## src/rtl/sort8_stream.sv

```systemverilog
// Collects an 8-byte frame, sorts it in one cycle, replays it as an 8-beat stream.
// Latency: first output byte two cycles after the 8th input transfer; 17 cycles/frame unstalled.
// Backpressure: in_ready low outside LOAD; out_valid/out_data hold while out_ready is low.

module sort8 (
  input  logic [7:0][7:0] x,
  output logic [7:0][7:0] y
);
  logic [7:0] v [8];
  logic [7:0] t;

  // Odd-even transposition network: 8 alternating rounds fully sort 8 entries.
  always_comb begin
    t = '0;
    for (int i = 0; i < 8; i++) v[i] = x[i];
    for (int s = 0; s < 8; s++) begin
      for (int i = s % 2; i < 7; i += 2) begin
        if (v[i] > v[i+1]) begin
          t      = v[i];
          v[i]   = v[i+1];
          v[i+1] = t;
        end
      end
    end
    for (int i = 0; i < 8; i++) y[i] = v[i];
  end
endmodule

module sort8_stream #(
  parameter bit DESCEND = 1'b0
) (
  input  logic       clk,
  input  logic       rst,
  input  logic       in_valid,
  input  logic [7:0] in_data,
  output logic       in_ready,
  output logic       out_valid,
  output logic [7:0] out_data,
  output logic       out_last,
  input  logic       out_ready,
  output logic       busy
);
  typedef enum logic [1:0] {LOAD, SORT, SEND} state_t;

  state_t          state;
  logic [2:0]      cnt;
  logic [2:0]      idx;
  logic [7:0]      ibuf [8];
  logic [7:0]      res  [8];
  logic [7:0][7:0] sx;
  logic [7:0][7:0] sy;

  always_comb begin
    for (int i = 0; i < 8; i++) sx[i] = ibuf[i];
  end

  sort8 u_sort8 (
    .x (sx),
    .y (sy)
  );

  always_ff @(posedge clk) begin
    if (rst) begin
      state <= LOAD;
      cnt   <= '0;
      idx   <= '0;
      for (int i = 0; i < 8; i++) begin
        ibuf[i] <= '0;
        res[i]  <= '0;
      end
    end else begin
      case (state)
        LOAD: begin
          if (in_valid) begin
            ibuf[cnt] <= in_data;
            cnt       <= cnt + 3'd1;
            if (cnt == 3'd7) state <= SORT;
          end
        end
        SORT: begin
          for (int i = 0; i < 8; i++) res[i] <= sy[i];
          state <= SEND;
        end
        SEND: begin
          if (out_ready) begin
            idx <= idx + 3'd1;
            if (idx == 3'd7) state <= LOAD;
          end
        end
        default: state <= LOAD;
      endcase
    end
  end

  // All outputs decode registered state only; no path from in_valid/out_ready.
  assign in_ready  = (state == LOAD);
  assign out_valid = (state == SEND);
  assign out_last  = (state == SEND) && (idx == 3'd7);
  assign out_data  = DESCEND ? res[~idx] : res[idx];
  assign busy      = (state != LOAD) || (cnt != 3'd0);
endmodule

```

## config.mk

```make
export PLATFORM = sky130hd
export DESIGN_NAME = sort8_stream
export DESIGN_NICKNAME = d
export VERILOG_FILES = /design/src/rtl/sort8_stream.sv
export SDC_FILE = /design/constraint.sdc
export NUM_CORES = 1
export LEC_CHECK = 0
export ABC_AREA = 1
export ABC_CLOCK_PERIOD_IN_PS = 27300
export CORE_ASPECT_RATIO = 0.9
export CORE_UTILIZATION = 50
export CTS_CLUSTER_SIZE = 28
export DETAILED_ROUTE_END_ITERATION = 8
export GPL_TIMING_DRIVEN = 0
export PLACE_DENSITY = 0.63
export SETUP_SLACK_MARGIN = 0.05
export SYNTH_ARGS = -nofsm -noshare
export SYNTH_HDL_FRONTEND = slang
export SYNTH_SLANG_ARGS = --single-unit
```

## constraint.sdc

```tcl
create_clock -name clk -period 27.3 [get_ports clk]
set_input_delay 4.095 -clock clk [delete_from_list [all_inputs] [get_ports clk]]
set_output_delay 4.095 -clock clk [all_outputs]
set_load 0.05 [all_outputs]
```

== Word level (Yosys, flattened, before mapping) ==
Memories as Yosys holds them, arrays and structs flattened. A register that Yosys moved wholly into a read port is not among the register bits.
Cells that the tools add are included.

* Bits in registers: 8
* RAM bits: 128
* Input bits: 12
* Output and inout bits: 12
* Memories: 2

{| class="wikitable"
|+ Memories
! memory !! words !! bits a word !! read ports !! clocked after memory_dff !! write ports !! line !! source
|-
| ibuf || 8 || 8 || 8 || 0 || 8 || 48 || <nowiki>logic [7:0] ibuf [8];</nowiki>
|-
| res || 8 || 8 || 1 || 1 || 8 || 49 || <nowiki>logic [7:0] res [8];</nowiki>
|}

* $add $sub $neg: 2
* Order comparisons: 28
* Eq/ne operators: 8
* Muxes and demuxes: 55
* Bitwise operators: 8
* Reductions and logical operators: 9

{| class="wikitable"
|+ Operator list
! kind !! count
|-
| $mux 16 || 28
|-
| $gt 8x8->1 || 28
|-
| $mux 8 || 9
|-
| $mux 1 || 10
|-
| $mux 3 || 3
|-
| $mux 2 || 4
|-
| $or 1x1->1 || 8
|-
| $reduce_or 8->1 || 1
|-
| $add 3x1->3 const B || 2
|-
| $eq 3x3->1 const B || 2
|-
| $ne 2x1->1 const B || 3
|-
| $pmux 2 s3 || 1
|-
| $reduce_and 2->1 || 2
|-
| $reduce_and 4->1 || 1
|-
| $reduce_bool 3->1 || 1
|-
| $eq 2x1->1 const B || 1
|-
| $eq 2x2->1 const B || 1
|-
| $logic_not 2->1 || 1
|-
| $ne 2x2->1 const B || 1
|-
| $reduce_bool 2->1 || 1
|-
| $logic_and 1x1->1 || 1
|-
| $logic_or 1x1->1 || 1
|}

== Longest topological paths before layout ==
Gate-level depths: netlist (run 1).

* Depth after elaboration: 17
* Depth in mapped cells: 103
* Mapped depth without buffers: 97

== By module ==
From an unflattened synthesis (run 1), not the netlist that was laid out.

* Cells, all modules: 2705
* Area, all modules: 17177.7 µm²

{| class="wikitable"
|+ By module, submodules not included
! module !! instances !! cells each !! area an instance (µm²)
|-
| sort8 || 1 || 2071 || 10983.0
|-
| sort8_stream || 1 || 634 || 6194.7
|}

== Worst setup path before layout (run 1) ==
No wires, ideal clock.

* Path type: reg-to-reg
* Start point: mem ibuf[6][7]
* End point: mem res[6][5], data pin
* Arrival: 12115 ps
* Data required time: 27051 ps
* Path slack: 14935 ps
* Cell stages (with the launch flop): 76
* Buffers on the path: 9
* Clock period less this slack: 12365 ps
* Cells stage by stage: edfxtp_1 ha_1 nand2_1 nor2_1 nand4_1 nand2_1 clkbuf_1 clkbuf_1 nor2_1 a21oi_1 ha_1 nand2_1 nor2_1 a211oi_1 nand2_2 nand2_2 clkinv_1 clkbuf_1 [40 not listed] a21oi_1 nor2_1 a211oi_1 nand2_4 clkbuf_4 nand3_1 nand2_1 ha_1 nand2_1 nor2_1 nand2_1 o31ai_1 inv_1 clkbuf_1 o21ai_0 inv_1 nand2_1 inv_1

{| class="wikitable"
|+ RTL lines
! element !! line
|-
| start: declaration || 48
|-
| end: declaration || 49
|}

==> flow_summary.toml, run 1 <==
[clock_tree]
clkLatencyLatePin_ps = 440
clock_sinks = 139
cts_resized = 0
tritoncts.num_buffers = 17
cts_setup_buffers = 0
tritoncts = "yes"
cts-hold-fix-buffers = 0
cts_root_buf = "sky130_fd_sc_hd__clkbuf_16"
worst_setup_hold_path_clk_slew_ps = 60
cts_htree_levels = 4
cts-root-to-sink-buffers = 2

[detailed_routing]
detail_route.iter0.violations = 981
antenna_violating_nets_post_route = 0
route.detailed.wl_per_inst_um = 15.23
firstDrtPassIters = 8
dr_total_vias = 16340
via_per_inst = 5.426
routed_wl_mm = 45.87
drc = 2

[status]
violations_in_the_final_reports = "design-rule violations"
run_status = "complete, but fails checks"

[timing]
final.setup.worst_slack_ps = 12120
layout_min_cycle_time_ps = 15180
timing.final.setup_violations = 0
grt_setup_unrepaired = "no"
clock_skew_ps = 10.11
final.setup.tns_ps = 0
fmaxAchievable_mhz = 65.87
report.final.hold_viol_count = 0
hold-worst-slack_ps = 490.0
timing.final.max_slew_violations = 0
relSlewSlack_pct = 41.24
max_slew.worst_pin.slew_ps = 881.5
layout_worst_path_cycle_share_pct = 55.61

[synthesis]
synthesis.yosys.warnings = 0
ys_ff_latch = 139
synth_top_area_cell = "sky130_fd_sc_hd__edfxtp_1"
synth_top_area_share_pct = 23.41
ys_top_cells_by_count = "sky130_fd_sc_hd__nand2_1, sky130_fd_sc_hd__o21ai_0, sky130_fd_sc_hd__nor2_1, sky130_fd_sc_hd__inv_1, sky130_fd_sc_hd__ha_1"
synth_sequential_area_ratio_pct = 24.75
synthesis.nets = 2747
synth.top_cells.by_area = "sky130_fd_sc_hd__edfxtp_1, sky130_fd_sc_hd__nand2_1, sky130_fd_sc_hd__ha_1, sky130_fd_sc_hd__o21ai_0, sky130_fd_sc_hd__nor2_1"
yosysUniqueCellTypes = 47
post_synth_instance_area_um2 = 16420
yosysMostFrequentCell = "sky130_fd_sc_hd__nand2_1"
postSynth.topFlopCell = "sky130_fd_sc_hd__edfxtp_1"
synth_edf_count = 128
avg_inst_size_synth_um2 = 6.465
synth-async-reset-ratio_pct = 0
synthesis.instances = 2540

[global_routing]
antenna_found_initial = 0
grt_start_max_net_pins = 45
number_of_global_route_vias_before_repair = 15120
grt-busiest-layer = "met2"
grt_util_met2_pct = 50.13
grt_first_pass_wirelength_mm = 74.28
met1_usage_pct = 35.49
grtUsageTotal_pct = 27.82
grt_remaining_overflow = 0
global_route.usage.met3_pct = 2.887

[worst_setup_path]
critical_path.top_delay_family = "compound AO/OA/AOI/OAI gates"
critical_path_required_ps = 27490
cp.arrival_ps = 15370
cpMostUsedCell = "sky130_fd_sc_hd__nand2_1"
r2r_slack_ps = 12120
worstPathBufferInverterCount = 17
crit_path_end_kind = "flop"
critical_path_peak_fanout = 10
critical-path-slowest-cell = "sky130_fd_sc_hd__o31ai_1"
startpoint_type = "flop"
critPathKind = "flop to flop"
critical-path-max-stage-delay_ps = 680

[place]
pre_cts_ws_ps = 12360
port_buffers = 23
placed_cells_incl_taps = 2980
finalWeightedCongestion = 0.8774
place_hpwl_mm = 37.17

[finish]
final_net_count = 2790
flow.area_growth_from_synthesis_pct = 8.077
count_of_antenna_diodes_in_the_layout = 0
drive_gt1_share_pct = 6.433
final-instance-count-excl-fill = 3012

[floorplan]
die_h_um = 173.9
die_area_um2 = 33570
core.rowCount = 62
floorplan.die.width_um = 193.0
top_level_ports = 24
initial_utilization_pct = 51.13
core_area_um2 = 32120

[min_path]
worst_hold_path_type = "flop to flop"

[job]
max-cap-violations = 0
-- registers in the layout, summed over array words and instances, names as in the netlist, named ones only --
register	count
cnt	3
ibuf	64
idx	3
res	64
state	2
-- cell families (layout without fill, tap and decap cells) --
family	after synthesis	after routing	share of synthesized area, %
AO/OA/AOI/OAI	498	498	16.30
XOR/XNOR	1	1	0.05335
adder cells (fa/ha/maj)	195	195	14.86
buffers and inverters	380	436	8.953
flip-flops	139	139	24.75
AND/OR/NAND/NOR	1327	1327	35.09
-- final cells by class --
| class | count | area, µm² |
|---|---|---|
| Fill cell | 3183 | 14370 |
| Inverter | 303 | 1137 |
| Clock buffer | 18 | 429.2 |
| Sequential cell | 139 | 4064 |
| Timing Repair Buffer | 24 | 250.2 |
| Buffer | 77 | 332.8 |
| Tap cell | 416 | 520.5 |
| Multi-Input combinational cell | 2021 | 10890 |
| Clock inverter | 14 | 123.9 |
-- routing by layer --
metal | vias up | routed length [µm] | share of wire (%)
li1 | 8497 | - | -
met3 | 42 | 1446 | 3.2
met5 | - | 0 | 0
met4 | 0 | 567 | 1.2
met1 | 7480 | 21150 | 46
met2 | 324 | 22710 | 50
-- final timing paths --
kind / startpoint / to / depth (start not counted)
setup reg to reg: ibuf[6][7] / res[6][6] / 75
hold / removal: idx[1] / idx[1] / 2
hold reg to reg: idx[1] / idx[1] / 2
setup / recovery: ibuf[6][7] / res[6][6] / 75
-- worst min-delay path: stages (launching register included) --
cell,delay [ps]
sky130_fd_sc_hd__dfxtp_1,310
sky130_fd_sc_hd__nand2_1,60
sky130_fd_sc_hd__a21oi_1,60
-- placed cells by master, fill, tap and decap left out, types with 4 or more instances in the layout --
cell type / n
sky130_fd_sc_hd__clkdlybuf4s50_1: 23
sky130_fd_sc_hd__o211ai_1: 10
sky130_fd_sc_hd__nand4_1: 10
sky130_fd_sc_hd__ha_1: 195
sky130_fd_sc_hd__clkbuf_16: 17
sky130_fd_sc_hd__and2_1: 9
sky130_fd_sc_hd__nand2_1: 725
sky130_fd_sc_hd__o21ai_1: 7
sky130_fd_sc_hd__inv_1: 286
sky130_fd_sc_hd__nor2_1: 290
sky130_fd_sc_hd__nand3b_1: 6
sky130_fd_sc_hd__a21oi_1: 83
sky130_fd_sc_hd__clkinv_1: 8
sky130_fd_sc_hd__buf_2: 10
sky130_fd_sc_hd__inv_2: 10
sky130_fd_sc_hd__a211oi_1: 21
sky130_fd_sc_hd__clkinvlp_4: 6
sky130_fd_sc_hd__o22ai_1: 8
sky130_fd_sc_hd__dfxtp_1: 11
sky130_fd_sc_hd__o21bai_1: 14
sky130_fd_sc_hd__nand2_4: 25
sky130_fd_sc_hd__and3_1: 4
sky130_fd_sc_hd__a21o_1: 4
sky130_fd_sc_hd__edfxtp_1: 128
sky130_fd_sc_hd__o21ai_0: 330
sky130_fd_sc_hd__nand2_2: 51
sky130_fd_sc_hd__nand3_1: 174
sky130_fd_sc_hd__nor2_2: 18
sky130_fd_sc_hd__clkbuf_1: 62
sky130_fd_sc_hd__a31oi_1: 10
-- through the flow --
stage	utilization (%)	instance area [µm²]
3_5_place_dp	53.54	17190
3_3_place_gp	53.47	17170
5_1_grt	55.26	17750
2_1_floorplan	-	16420
6_report	55.26	17750
4_1_cts	55.26	17750
Power of run 1 is left out: the tool's default activity adds up to more than one toggle a clock period on the data nets, which glitch-free logic cannot reach.
==> run 2: changes to the inputs <==
- ABC_CLOCK_PERIOD_IN_PS: 27300 -> 13360
- PLACE_DENSITY: 0.63 -> 0.65
- clock period: 27.3 -> 13.36 ns (I/O delays scaled with it)
==> run 2 against run 1 <==
Compared with the run above: the flow still finishes with violations (design-rule violations); setup slack got worse by 11000 ps; first-iteration DRC count decreased by 0.31%; worst hold slack about the same; die area unchanged.
==> flow_summary.toml, run 2 (synthesized netlist as in run 1, its figures left out) <==
[finish]
flow.area_growth_from_synthesis_pct = 15.51
fillCellCount = 3068
layout.cells.most_common = "sky130_fd_sc_hd__nand2_1"
layout.cells.most_common_list = "sky130_fd_sc_hd__nand2_1, sky130_fd_sc_hd__nor2_1, sky130_fd_sc_hd__inv_1"
largestRegisters = "ibuf x64, res x64"
count_of_antenna_diodes_in_the_layout = 0
regArea_um2 = 4064
final_net_count = 2843
drive_gt1_share_pct = 14.80
area_of_combinational_cells_with_multiple_inputs_um2 = 11500
utilization_pct = 59.06

[worst_setup_path]
critPathKind = "flop to flop"
critical_path_peak_fanout = 10
ff2ff_path_depth = 80
startpoint_type = "flop"
cp.arrival_ps = 12780
critical-path-slowest-cell = "sky130_fd_sc_hd__o31ai_4"
critical-path-max-stage-delay_ps = 440
critical_path_required_ps = 13530
cpMostUsedCell = "sky130_fd_sc_hd__nand2_1"
crit_path_end_kind = "flop"

[timing]
timing.final.setup_violations = 0
relSlewSlack_pct = 43.84
fmaxAchievable_mhz = 79.34
max_slew.worst_pin.slew_ps = 842.4
report.final.hold_viol_count = 0
timing.final.max_slew_violations = 0
final.setup.tns_ps = 0
layout_worst_path_cycle_share_pct = 94.34
layout_min_cycle_time_ps = 12600
clock_skew_ps = 13.51

[global_routing]
grt_remaining_overflow = 0
number_of_global_route_vias_before_repair = 15490
grt_first_pass_wirelength_mm = 74.53
antenna_found_initial = 1
grt_start_max_net_pins = 44
grtUsageTotal_pct = 27.67

[detailed_routing]
dr_total_vias = 16770
detail_route.iter0.violations = 978
routed_wl_mm = 47.13
via_per_inst = 5.473
drc = 9
antenna_violating_nets_post_route = 0
firstDrtPassIters = 7
route.detailed.wl_per_inst_um = 15.38

[floorplan]
initial_utilization_pct = 51.13
core.rowCount = 62
top_level_ports = 24
core_area_um2 = 32120
die_area_um2 = 33570
floorplan.die.width_um = 193.0
die_h_um = 173.9

[clock_tree]
tritoncts = "yes"
cts_root_buf = "sky130_fd_sc_hd__clkbuf_16"
tritoncts.num_buffers = 17
clock_sinks = 139
cts-hold-fix-buffers = 0
clkLatencyLatePin_ps = 430
cts_htree_levels = 4
worst_setup_hold_path_clk_slew_ps = 60
cts-root-to-sink-buffers = 2

[status]
run_status = "complete, but fails checks"
violations_in_the_final_reports = "design-rule violations"

[place]
finalWeightedCongestion = 0.8851
place_hpwl_mm = 37.30
port_buffers = 23

[min_path]
min_delay_path_depth = 2
worst_hold_path_type = "flop to flop"

[job]
max-cap-violations = 0
==> run 2: cell types whose count changed in the layout (fill, tap and decap cells not counted), moves of 10 or more <==
cell / delta
sky130_fd_sc_hd__o21ai_0: -148
sky130_fd_sc_hd__o21ai_1: +77
sky130_fd_sc_hd__o21ai_2: +70
sky130_fd_sc_hd__buf_4: +56
sky130_fd_sc_hd__clkbuf_1: -40
sky130_fd_sc_hd__clkbuf_4: +23
sky130_fd_sc_hd__a211oi_1: -19
sky130_fd_sc_hd__a211oi_2: +19
sky130_fd_sc_hd__inv_1: -10
==> run 2: cell type report <==
cell class	instances	area share [%]
multi-input cells	2022	60.65
flip-flops and latches	139	21.43
inverters	303	6.109
repair buffers	77	3.417
well taps	416	2.744
plain buffers	76	2.375
clock buffers	19	2.282
clock inverters	13	0.9961
==> run 2: path summary, 6_finish.rpt <==
kind | start | endpoint | slack [ps]
setup / recovery | ibuf[4][7] | res[1][5] | 760
hold / removal | idx[1] | flop | 490
setup reg to reg | ibuf[4][7] | res[1][5] | 760
hold reg to reg | idx[1] | flop | 490
==> run 2: worst max-delay path: cells and delay by family (launching register included) <==
| family | cells | cell delay (ps) |
|---|---|---|
| and+or+nand+nor | 48 | 5330 |
| adders and majority gates | 8 | 2570 |
| buffers and inverters | 15 | 2370 |
| AOI/OAI and AO/OA | 9 | 1690 |
| DFF | 1 | 420 |
==> run 2: metal layers <==
layer,part of all wire [%],track usage (%),vias to the layer above
li1,-,-,8614
met1,44,35.02,7707
met2,50,48.48,383
met3,3.9,3.129,70
met4,2.2,9.115,0
met5,0,0,-
==> run 2: through the flow <==
stage | instance area [µm²] | setup WS (ps) | hold slack [ps] | cells
floorplan | 16420 | 995.4 | 450.6 | 2540
global placement | 17170 | -1175 | 480.2 | 2979
detailed placement | 17190 | -1539 | 482.9 | 2980
CTS | 17960 | 21.16 | 489.6 | 3011
global route | 18970 | -160.3 | 519.6 | 3065
finish | 18970 | 755.7 | 490.1 | 3065
==> run 2: timing repair <==
item | 4_1_cts | 5_1_grt
resized for setup | 94 | 326
endpoints found under the setup margin | 48 | 55
pin swaps | 0 | 28
gates cloned | 0 | 1
buffers inserted | 0 | 53
Power of run 2 is left out for the same reason.
==> run 3: changes to the inputs <==
- CAP_MARGIN: not set -> 20
- TNS_END_PERCENT: not set -> 50
==> results of run 3 <==
Final layout, timing and power as in run 2 (identical DEF).
Power of run 3 is left out for the same reason.
